`src/rtl/pong_match_ctrl_if.sv`:
```
// pong_match_ctrl_if
// Groups the match-controller request/status signals into one bundle.
//   Requests (into the controller): start, p1_point, p2_point
//   Status (out of the controller): tick, state, start_o, reset_game, serve,
//                                   server, serve_angle, sc1, sc2, winner
//   slave  modport : the match controller itself
//   master modport : whatever drives requests and consumes status
interface pong_match_ctrl_if #(
  parameter int SCORE_W = 3,
  parameter int ANGLE_W = 7
);
  logic               start;
  logic               p1_point;
  logic               p2_point;
  logic               tick;
  logic [2:0]         state;
  logic               start_o;
  logic               reset_game;
  logic               serve;
  logic               server;
  logic [ANGLE_W-1:0] serve_angle;
  logic [SCORE_W-1:0] sc1;
  logic [SCORE_W-1:0] sc2;
  logic [1:0]         winner;

  modport slave (
    input  start, p1_point, p2_point,
    output tick, state, start_o, reset_game, serve, server,
           serve_angle, sc1, sc2, winner
  );

  modport master (
    output start, p1_point, p2_point,
    input  tick, state, start_o, reset_game, serve, server,
           serve_angle, sc1, sc2, winner
  );
endinterface

```
`src/rtl/pong_match_ctrl.sv`:
```
// pong_match_ctrl
// Match sequencing for a two-player pong game: opening screen, serve delay,
// rally, point scoring, win detection and match restart.
// Ports:
//   sys_clock : single clock, all state changes on its rising edge
//   reset     : asynchronous, active-low
//   bus       : pong_match_ctrl_if.slave
//               start/p1_point/p2_point in; tick, state, start_o,
//               reset_game, serve, server, serve_angle, sc1, sc2, winner out
// tick, serve and reset_game are single-cycle combinational pulses decoded
// from registered state; everything else is registered.
module pong_match_ctrl #(
  parameter int WIN_SCORE   = 7,
  parameter int SCORE_W     = 3,
  parameter int TICK_DIV    = 100,
  parameter int SERVE_TICKS = 4,
  parameter int ANGLE_MAX   = 90,
  parameter int ANGLE_W     = 7
) (
  input  logic              sys_clock,
  input  logic              reset,
  pong_match_ctrl_if.slave  bus
);

  typedef enum logic [2:0] {
    IDLE  = 3'd0,
    SERVE = 3'd1,
    PLAY  = 3'd2,
    POINT = 3'd3,
    WIN   = 3'd4
  } state_t;

  localparam int TICK_CW  = (TICK_DIV > 2) ? $clog2(TICK_DIV) : 1;
  localparam int SERVE_CW = $clog2(SERVE_TICKS + 1);

  localparam logic [TICK_CW-1:0]  TICK_LAST  = TICK_CW'(TICK_DIV - 1);
  localparam logic [ANGLE_W-1:0]  ANGLE_LAST = ANGLE_W'(ANGLE_MAX - 1);
  localparam logic [SERVE_CW-1:0] SERVE_LAST = SERVE_CW'(SERVE_TICKS - 1);
  localparam logic [SCORE_W-1:0]  WIN_VAL    = SCORE_W'(WIN_SCORE);

  state_t              state_q;
  state_t              state_d;
  logic [TICK_CW-1:0]  tick_cnt;
  logic [ANGLE_W-1:0]  angle_cnt;
  logic [SERVE_CW-1:0] serve_cnt;
  logic [SCORE_W-1:0]  sc1_q;
  logic [SCORE_W-1:0]  sc2_q;
  logic [1:0]          winner_q;
  logic                server_q;
  logic [ANGLE_W-1:0]  serve_angle_q;
  logic                start_o_q;

  logic tick_w;
  logic new_match;
  logic serve_fire;
  logic serve_count;
  logic serve_clear;
  logic score_p1;
  logic score_p2;
  logic set_win_p1;
  logic set_win_p2;

  // During reset tick_cnt sits at 0 and TICK_LAST is at least 1, so tick
  // stays low without extra gating.
  assign tick_w = (tick_cnt == TICK_LAST);

  always_ff @(posedge sys_clock or negedge reset) begin
    if (!reset) begin
      tick_cnt <= '0;
    end else if (tick_w) begin
      tick_cnt <= '0;
    end else begin
      tick_cnt <= tick_cnt + TICK_CW'(1);
    end
  end

  // Free-running sweep; the value at the serve edge becomes the serve angle.
  always_ff @(posedge sys_clock or negedge reset) begin
    if (!reset) begin
      angle_cnt <= '0;
    end else if (angle_cnt == ANGLE_LAST) begin
      angle_cnt <= '0;
    end else begin
      angle_cnt <= angle_cnt + ANGLE_W'(1);
    end
  end

  always_ff @(posedge sys_clock or negedge reset) begin
    if (!reset) begin
      state_q <= IDLE;
    end else begin
      state_q <= state_d;
    end
  end

  always_comb begin
    state_d     = state_q;
    new_match   = 1'b0;
    serve_fire  = 1'b0;
    serve_count = 1'b0;
    serve_clear = 1'b0;
    score_p1    = 1'b0;
    score_p2    = 1'b0;
    set_win_p1  = 1'b0;
    set_win_p2  = 1'b0;
    case (state_q)
      IDLE, WIN: begin
        if (bus.start) begin
          state_d     = SERVE;
          new_match   = 1'b1;
          serve_clear = 1'b1;
        end
      end
      SERVE: begin
        if (tick_w) begin
          if (serve_cnt == SERVE_LAST) begin
            serve_fire = 1'b1;
            state_d    = PLAY;
          end else begin
            serve_count = 1'b1;
          end
        end
      end
      PLAY: begin
        // Simultaneous point pulses are a let: re-serve, nobody scores.
        case ({bus.p1_point, bus.p2_point})
          2'b10: begin
            score_p1 = 1'b1;
            state_d  = POINT;
          end
          2'b01: begin
            score_p2 = 1'b1;
            state_d  = POINT;
          end
          2'b11: begin
            state_d     = SERVE;
            serve_clear = 1'b1;
          end
          default: ;
        endcase
      end
      POINT: begin
        if (sc1_q == WIN_VAL) begin
          set_win_p1 = 1'b1;
          state_d    = WIN;
        end else if (sc2_q == WIN_VAL) begin
          set_win_p2 = 1'b1;
          state_d    = WIN;
        end else begin
          state_d     = SERVE;
          serve_clear = 1'b1;
        end
      end
      default: state_d = IDLE;
    endcase
  end

  always_ff @(posedge sys_clock or negedge reset) begin
    if (!reset) begin
      serve_cnt <= '0;
    end else if (serve_clear) begin
      serve_cnt <= '0;
    end else if (serve_count) begin
      serve_cnt <= serve_cnt + SERVE_CW'(1);
    end
  end

  // Scores saturate at WIN_SCORE as a safeguard; POINT normally ends the
  // match before a further increment could happen.
  always_ff @(posedge sys_clock or negedge reset) begin
    if (!reset) begin
      sc1_q    <= '0;
      sc2_q    <= '0;
      winner_q <= 2'b00;
    end else if (new_match) begin
      sc1_q    <= '0;
      sc2_q    <= '0;
      winner_q <= 2'b00;
    end else begin
      if (score_p1 && (sc1_q != WIN_VAL)) begin
        sc1_q <= sc1_q + SCORE_W'(1);
      end
      if (score_p2 && (sc2_q != WIN_VAL)) begin
        sc2_q <= sc2_q + SCORE_W'(1);
      end
      if (set_win_p1) begin
        winner_q <= 2'b01;
      end else if (set_win_p2) begin
        winner_q <= 2'b10;
      end
    end
  end

  // The player who lost the point serves next. A rematch from WIN keeps
  // the last server; a fresh match from IDLE starts with player 1.
  always_ff @(posedge sys_clock or negedge reset) begin
    if (!reset) begin
      server_q <= 1'b0;
    end else if (new_match && (state_q == IDLE)) begin
      server_q <= 1'b0;
    end else if (score_p1) begin
      server_q <= 1'b1;
    end else if (score_p2) begin
      server_q <= 1'b0;
    end
  end

  always_ff @(posedge sys_clock or negedge reset) begin
    if (!reset) begin
      serve_angle_q <= '0;
    end else if (serve_fire) begin
      serve_angle_q <= angle_cnt;
    end
  end

  // Registered from the next state so it lines up with state_q.
  always_ff @(posedge sys_clock or negedge reset) begin
    if (!reset) begin
      start_o_q <= 1'b1;
    end else begin
      start_o_q <= (state_d == IDLE);
    end
  end

  // start is a free input, so reset_game needs explicit gating while reset
  // is held; the other pulses are already quiet in the reset state.
  assign bus.tick        = tick_w;
  assign bus.state       = state_q;
  assign bus.start_o     = start_o_q;
  assign bus.reset_game  = new_match & reset;
  assign bus.serve       = serve_fire;
  assign bus.server      = server_q;
  assign bus.serve_angle = serve_angle_q;
  assign bus.sc1         = sc1_q;
  assign bus.sc2         = sc2_q;
  assign bus.winner      = winner_q;

endmodule

```
`src/flat_wrapper.sv`:
```
// flat-port wrapper written by rule: the top's interface ports become plain ports
module pong_match_ctrl_flat 
#(
  parameter int WIN_SCORE   = 7,
  parameter int SCORE_W     = 3,
  parameter int TICK_DIV    = 100,
  parameter int SERVE_TICKS = 4,
  parameter int ANGLE_MAX   = 90,
  parameter int ANGLE_W     = 7
)
  (sys_clock, reset, bus_start, bus_p1_point, bus_p2_point, bus_tick, bus_state, bus_start_o, bus_reset_game, bus_serve, bus_server, bus_serve_angle, bus_sc1, bus_sc2, bus_winner);
  pong_match_ctrl_if #(.SCORE_W(SCORE_W), .ANGLE_W(ANGLE_W)) bus_i ();
  input  logic sys_clock;
  input  logic reset;
  input wire logic [$bits(bus_i.start)-1:0] bus_start;
  input wire logic [$bits(bus_i.p1_point)-1:0] bus_p1_point;
  input wire logic [$bits(bus_i.p2_point)-1:0] bus_p2_point;
  output wire logic [$bits(bus_i.tick)-1:0] bus_tick;
  output wire logic [$bits(bus_i.state)-1:0] bus_state;
  output wire logic [$bits(bus_i.start_o)-1:0] bus_start_o;
  output wire logic [$bits(bus_i.reset_game)-1:0] bus_reset_game;
  output wire logic [$bits(bus_i.serve)-1:0] bus_serve;
  output wire logic [$bits(bus_i.server)-1:0] bus_server;
  output wire logic [$bits(bus_i.serve_angle)-1:0] bus_serve_angle;
  output wire logic [$bits(bus_i.sc1)-1:0] bus_sc1;
  output wire logic [$bits(bus_i.sc2)-1:0] bus_sc2;
  output wire logic [$bits(bus_i.winner)-1:0] bus_winner;
  assign bus_i.start = bus_start;
  assign bus_i.p1_point = bus_p1_point;
  assign bus_i.p2_point = bus_p2_point;
  assign bus_tick = bus_i.tick;
  assign bus_state = bus_i.state;
  assign bus_start_o = bus_i.start_o;
  assign bus_reset_game = bus_i.reset_game;
  assign bus_serve = bus_i.serve;
  assign bus_server = bus_i.server;
  assign bus_serve_angle = bus_i.serve_angle;
  assign bus_sc1 = bus_i.sc1;
  assign bus_sc2 = bus_i.sc2;
  assign bus_winner = bus_i.winner;
  pong_match_ctrl #(.WIN_SCORE(WIN_SCORE), .SCORE_W(SCORE_W), .TICK_DIV(TICK_DIV), .SERVE_TICKS(SERVE_TICKS), .ANGLE_MAX(ANGLE_MAX), .ANGLE_W(ANGLE_W)) u_core (.sys_clock(sys_clock), .reset(reset), .bus(bus_i));
endmodule
```
`config.mk`:
```
export PLATFORM = sky130hd
export DESIGN_NAME = pong_match_ctrl_flat
export DESIGN_NICKNAME = d
export VERILOG_FILES = /design/src/rtl/pong_match_ctrl_if.sv /design/src/rtl/pong_match_ctrl.sv /design/src/flat_wrapper.sv
export SDC_FILE = /design/constraint.sdc
export NUM_CORES = 1
export LEC_CHECK = 0
export CELL_PAD_IN_SITES_DETAIL_PLACEMENT = 1
export CELL_PAD_IN_SITES_GLOBAL_PLACEMENT = 2
export CORE_ASPECT_RATIO = 1.1
export CORE_MARGIN = 3
export CORE_UTILIZATION = 39
export CTS_BUF_LIST = sky130_fd_sc_hd__clkbuf_2 sky130_fd_sc_hd__clkbuf_4 sky130_fd_sc_hd__clkbuf_8
export DETAILED_ROUTE_END_ITERATION = 10
export GPL_ROUTABILITY_DRIVEN = 0
export HOLD_SLACK_MARGIN = 0.12
export PLACE_DENSITY = 0.9
export REMOVE_ABC_BUFFERS = 1
export SYNTH_ARGS = -nofsm -noshare
export SYNTH_HDL_FRONTEND = slang
export SYNTH_SLANG_ARGS = --single-unit
```
`constraint.sdc`:
```
create_clock -name sys_clock -period 4.3 [get_ports sys_clock]
set_clock_uncertainty 0.2 [all_clocks]
set_input_delay 0.86 -clock sys_clock [delete_from_list [all_inputs] [get_ports sys_clock]]
set_output_delay 0.86 -clock sys_clock [all_outputs]
set_load 0.005 [all_outputs]
```
==> impl_metrics.csv <==
group,metric,value,unit
global_routing,grt_pass1_wl,7240,um
finish,drive_gt1_frac,0.115,
synth,ys_ff_latch,37,
status,status,"complete, no violations",
worst_setup_path,critPathLaunchType,"flop",
synth,netlist_area,1890,um^2
cts,clk_pin_slew,0.08,ns
power,seqPwrFrac,0.534,
power,switchingPower,155,uW
timing,finalSetupTns,0,ns
finish,final_cell_mix,"dfrtp_1 (36), clkdlybuf4s50_1 (27), nor2_1 (15)",
finish,final_common_cell,"dfrtp_1",
placed_design,dpl.cell_count,246,
timing,max_freq,275,MHz
finish,multi_input_area,892,um^2
worst_setup_path,crit_fanout,9,
floorplan,die_area,5720,um^2
timing,slew_violations,0,
route,firstDrtPassIters,4,
synth,syn_inst,171,
placed_design,io_buffers,27,
global_routing,antenna_found_initial,0,
route,wl_per_cell,16.8,um
timing,setup_viol,0,
power,p_clk_frac,0.403,
synth,synth_cell_type_count,47,
cts,cts_root_buf,"clkbuf_8",
cts,ctsHoldBuffers,0,
route,ant_nets,0,
cts,clockBufferDepth,2,
power,total_leakage_power,0.000969,uW
min_path,worstHoldStart,"u_core.tick_cnt[0]$_DFF_PN0_",
route,drt_iter0_markers,74,
global_routing,grt_util_all_layers,0.164,
power,pwr-share-comb,0.063,
route,wirelength,4260,um
finish,nFillCells,491,
cts,postCtsResizedCells,0,
finish,nNetsFinal,217,
power,vdd.ir_drop.worst,0.186,mV
route,detail_route.vias_per_cell,5.57,
floorplan,die_w,72.4,um
worst_setup_path,r2r-end,"u_core.bus.serve_angle[5]$_DFFE_PN0P_",
worst_setup_path,end_kind,"primary output",
floorplan,io_pins,28,
placed_design,dpl.hpwl,3070,um
min_path,hold_end,"u_core.tick_cnt[0]$_DFF_PN0_",
cts,cts_sinks,37,
cts,cts-buffers-inserted,5,
floorplan,core,4470,um^2
cts,worst_skew_pair.late_latency,0.29,ns
power,powerDensity,292,nW/um^2
worst_setup_path,arrival,2.58,ns
power,intPower,519,uW
timing,worst_slew_pin_slew,0.581,ns
worst_setup_path,rr_worst_depth,4,
worst_setup_path,ff2ff_setup_slack,1.91,ns
timing,period_share,0.846,
worst_setup_path,rr_startpoint,"u_core.tick_cnt[0]$_DFF_PN0_",
timing,rsz0062_at_grt,"false",
global_routing,grt_max_degree,38,
min_path,min_path_cells,1,
timing,hold_viol,0,
timing,slew-limit-headroom,0.610,
cts,cts_tree,"done",
route,maxUsedRoutingLayer,"met4",
route,drc,0,
synth,postSynthAreaPerCell,11.1,um^2
worst_setup_path,crit_type,"flop to primary output",
route,wl_met3,217,um
finish,seqCellArea,927,um^2
flow_run,max_cap_viol_count,0,
cts,post-cts-setup-buffers,0,
timing,period_needed,3.64,ns
route,vias,1415,
global_routing,gr-total-overflow,0,
cts,htreeDepth,2,
floorplan,die_y,79.0,um
worst_setup_path,required,3.24,ns
finish,n_antenna_cell,0,
global_routing,grt_pass1_vias,1494,
power,netSwitchingFraction,0.230,
route,wl_met2,2080,um
floorplan,rows,25,
finish,instances_no_fill,254,
min_path,hold_path.class,"flop to flop",
route,met1_length,1900,um
finish,area_growth,22.0,%
timing,postLayoutSetupSlackWorst,0.662,ns
placed_design,pre_cts_ws,0.663,ns
floorplan,start_util,0.423,
synth,ys_warn_count,0,
synth,seq_area_frac_synth,0.490,
==> state kept, by name, summed over array words and instances (netlist names) <==
name	count
u_core.serve_cnt	3
u_core.bus.start_o	1
u_core.bus.server	1
u_core.bus.sc1	3
u_core.bus.sc2	3
u_core.bus.serve_angle	7
u_core.angle_cnt	7
u_core.tick_cnt	7
u_core.bus.winner	2
u_core.bus.state	3
==> kinds of logic after synthesis <==
family,share of synthesized area
multiplexers,0.0735
flip-flops,0.490
AND/OR/NAND/NOR,0.206
buffers and inverters,0.0377
AO/OA/AOI/OAI,0.0735
XOR/XNOR,0.0324
adder cells (fa/ha/maj),0.0860
==> power groups by stage <==
stage	registers, uW	logic [uW]	clock network (uW)
final	360	42.7	271
after global routing	361	49.0	294
after CTS	360	43.9	278
after detailed placement	367	43.9	0
after global placement	366	41.4	0
after floorplan	366	16.5	0
==> routing by layer <==
metal / GRT usage / up-vias
li1: - / 664
met2: 0.266 / 32
met1: 0.208 / 714
met5: 0 / -
met3: 0.0456 / 5
met4: 0.0590 / 0
==> synth_stat cells, drive strengths merged <==
master | count | area (um^2)
nand4b | 2 | 17.5
buf | 2 | 10.0
xor2 | 3 | 26.3
ha | 13 | 163
dfstp | 1 | 26.3
nor3 | 4 | 25.0
nor4bb | 2 | 20.0
nor4 | 1 | 21.3
or3b | 3 | 26.3
nor2 | 15 | 56.3
a31oi | 1 | 6.26
nor4b | 2 | 17.5
a211o | 1 | 8.76
nand3 | 7 | 35.0
a22oi | 1 | 7.51
nand2 | 9 | 33.8
xnor2 | 4 | 35.0
nand4bb | 1 | 11.3
nand4 | 1 | 6.26
nand2b | 2 | 12.5
nor2b | 2 | 12.5
or4b | 2 | 20.0
and4 | 1 | 8.76
clkbuf | 5 | 20.0
mux2i | 6 | 60.1
and4b | 1 | 10.0
or4 | 1 | 7.51
mux2 | 7 | 78.8
a211oi | 2 | 15.0
nor3b | 3 | 27.5
dfrtp | 36 | 901
and2 | 1 | 6.26
inv | 11 | 41.3
a311oi | 1 | 8.76
a21oi | 6 | 30.0
and3b | 1 | 8.76
a221oi | 1 | 8.76
o211ai | 1 | 7.51
o31ai | 3 | 22.5
or3 | 1 | 6.26
a41oi | 1 | 8.76
o21ai | 3 | 15.0
==> metrics by stage <==
stage / utilization / power (uW) / area [um^2] / hold WS, ns
floorplan: - / 382 / 1860 / 0.255
finish: 0.516 / 674 / 2310 / 0.301
global route: 0.516 / 704 / 2310 / 0.323
CTS: 0.516 / 682 / 2310 / 0.305
global placement: 0.493 / 407 / 2210 / 0.268
detailed placement: 0.493 / 411 / 2210 / 0.295
==> worst max path at each step <==
| stage | from | endpoint | depth (start not counted) |
|---|---|---|---|
| final | u_core.tick_cnt[0]$_DFF_PN0_ | bus_serve | 4 |
| after global routing | u_core.tick_cnt[0]$_DFF_PN0_ | bus_serve | 4 |
| after CTS | u_core.tick_cnt[0]$_DFF_PN0_ | bus_serve | 4 |
| after detailed placement | bus_start | bus_reset_game | 4 |
| after global placement | bus_start | bus_reset_game | 4 |
| after floorplan | u_core.tick_cnt[0]$_DFF_PN0_ | bus_serve | 3 |
==> critical path, cell delays in order (launching register included) <==
cell             delay [ns]
dfrtp_1                0.40
ha_1                   0.28
nand4bb_1              0.36
nor4_4                 0.62
clkdlybuf4s50_1        0.62
==> area by class of cell <==
class	count	share of cell area
flip-flops and latches	37	0.402
multi-input cells	116	0.387
repair buffers	28	0.120
clock buffers	7	0.0418
well taps	54	0.0293
inverters	11	0.0179
clock inverters	1	0.00217
(Power assumes the default switching activity.)
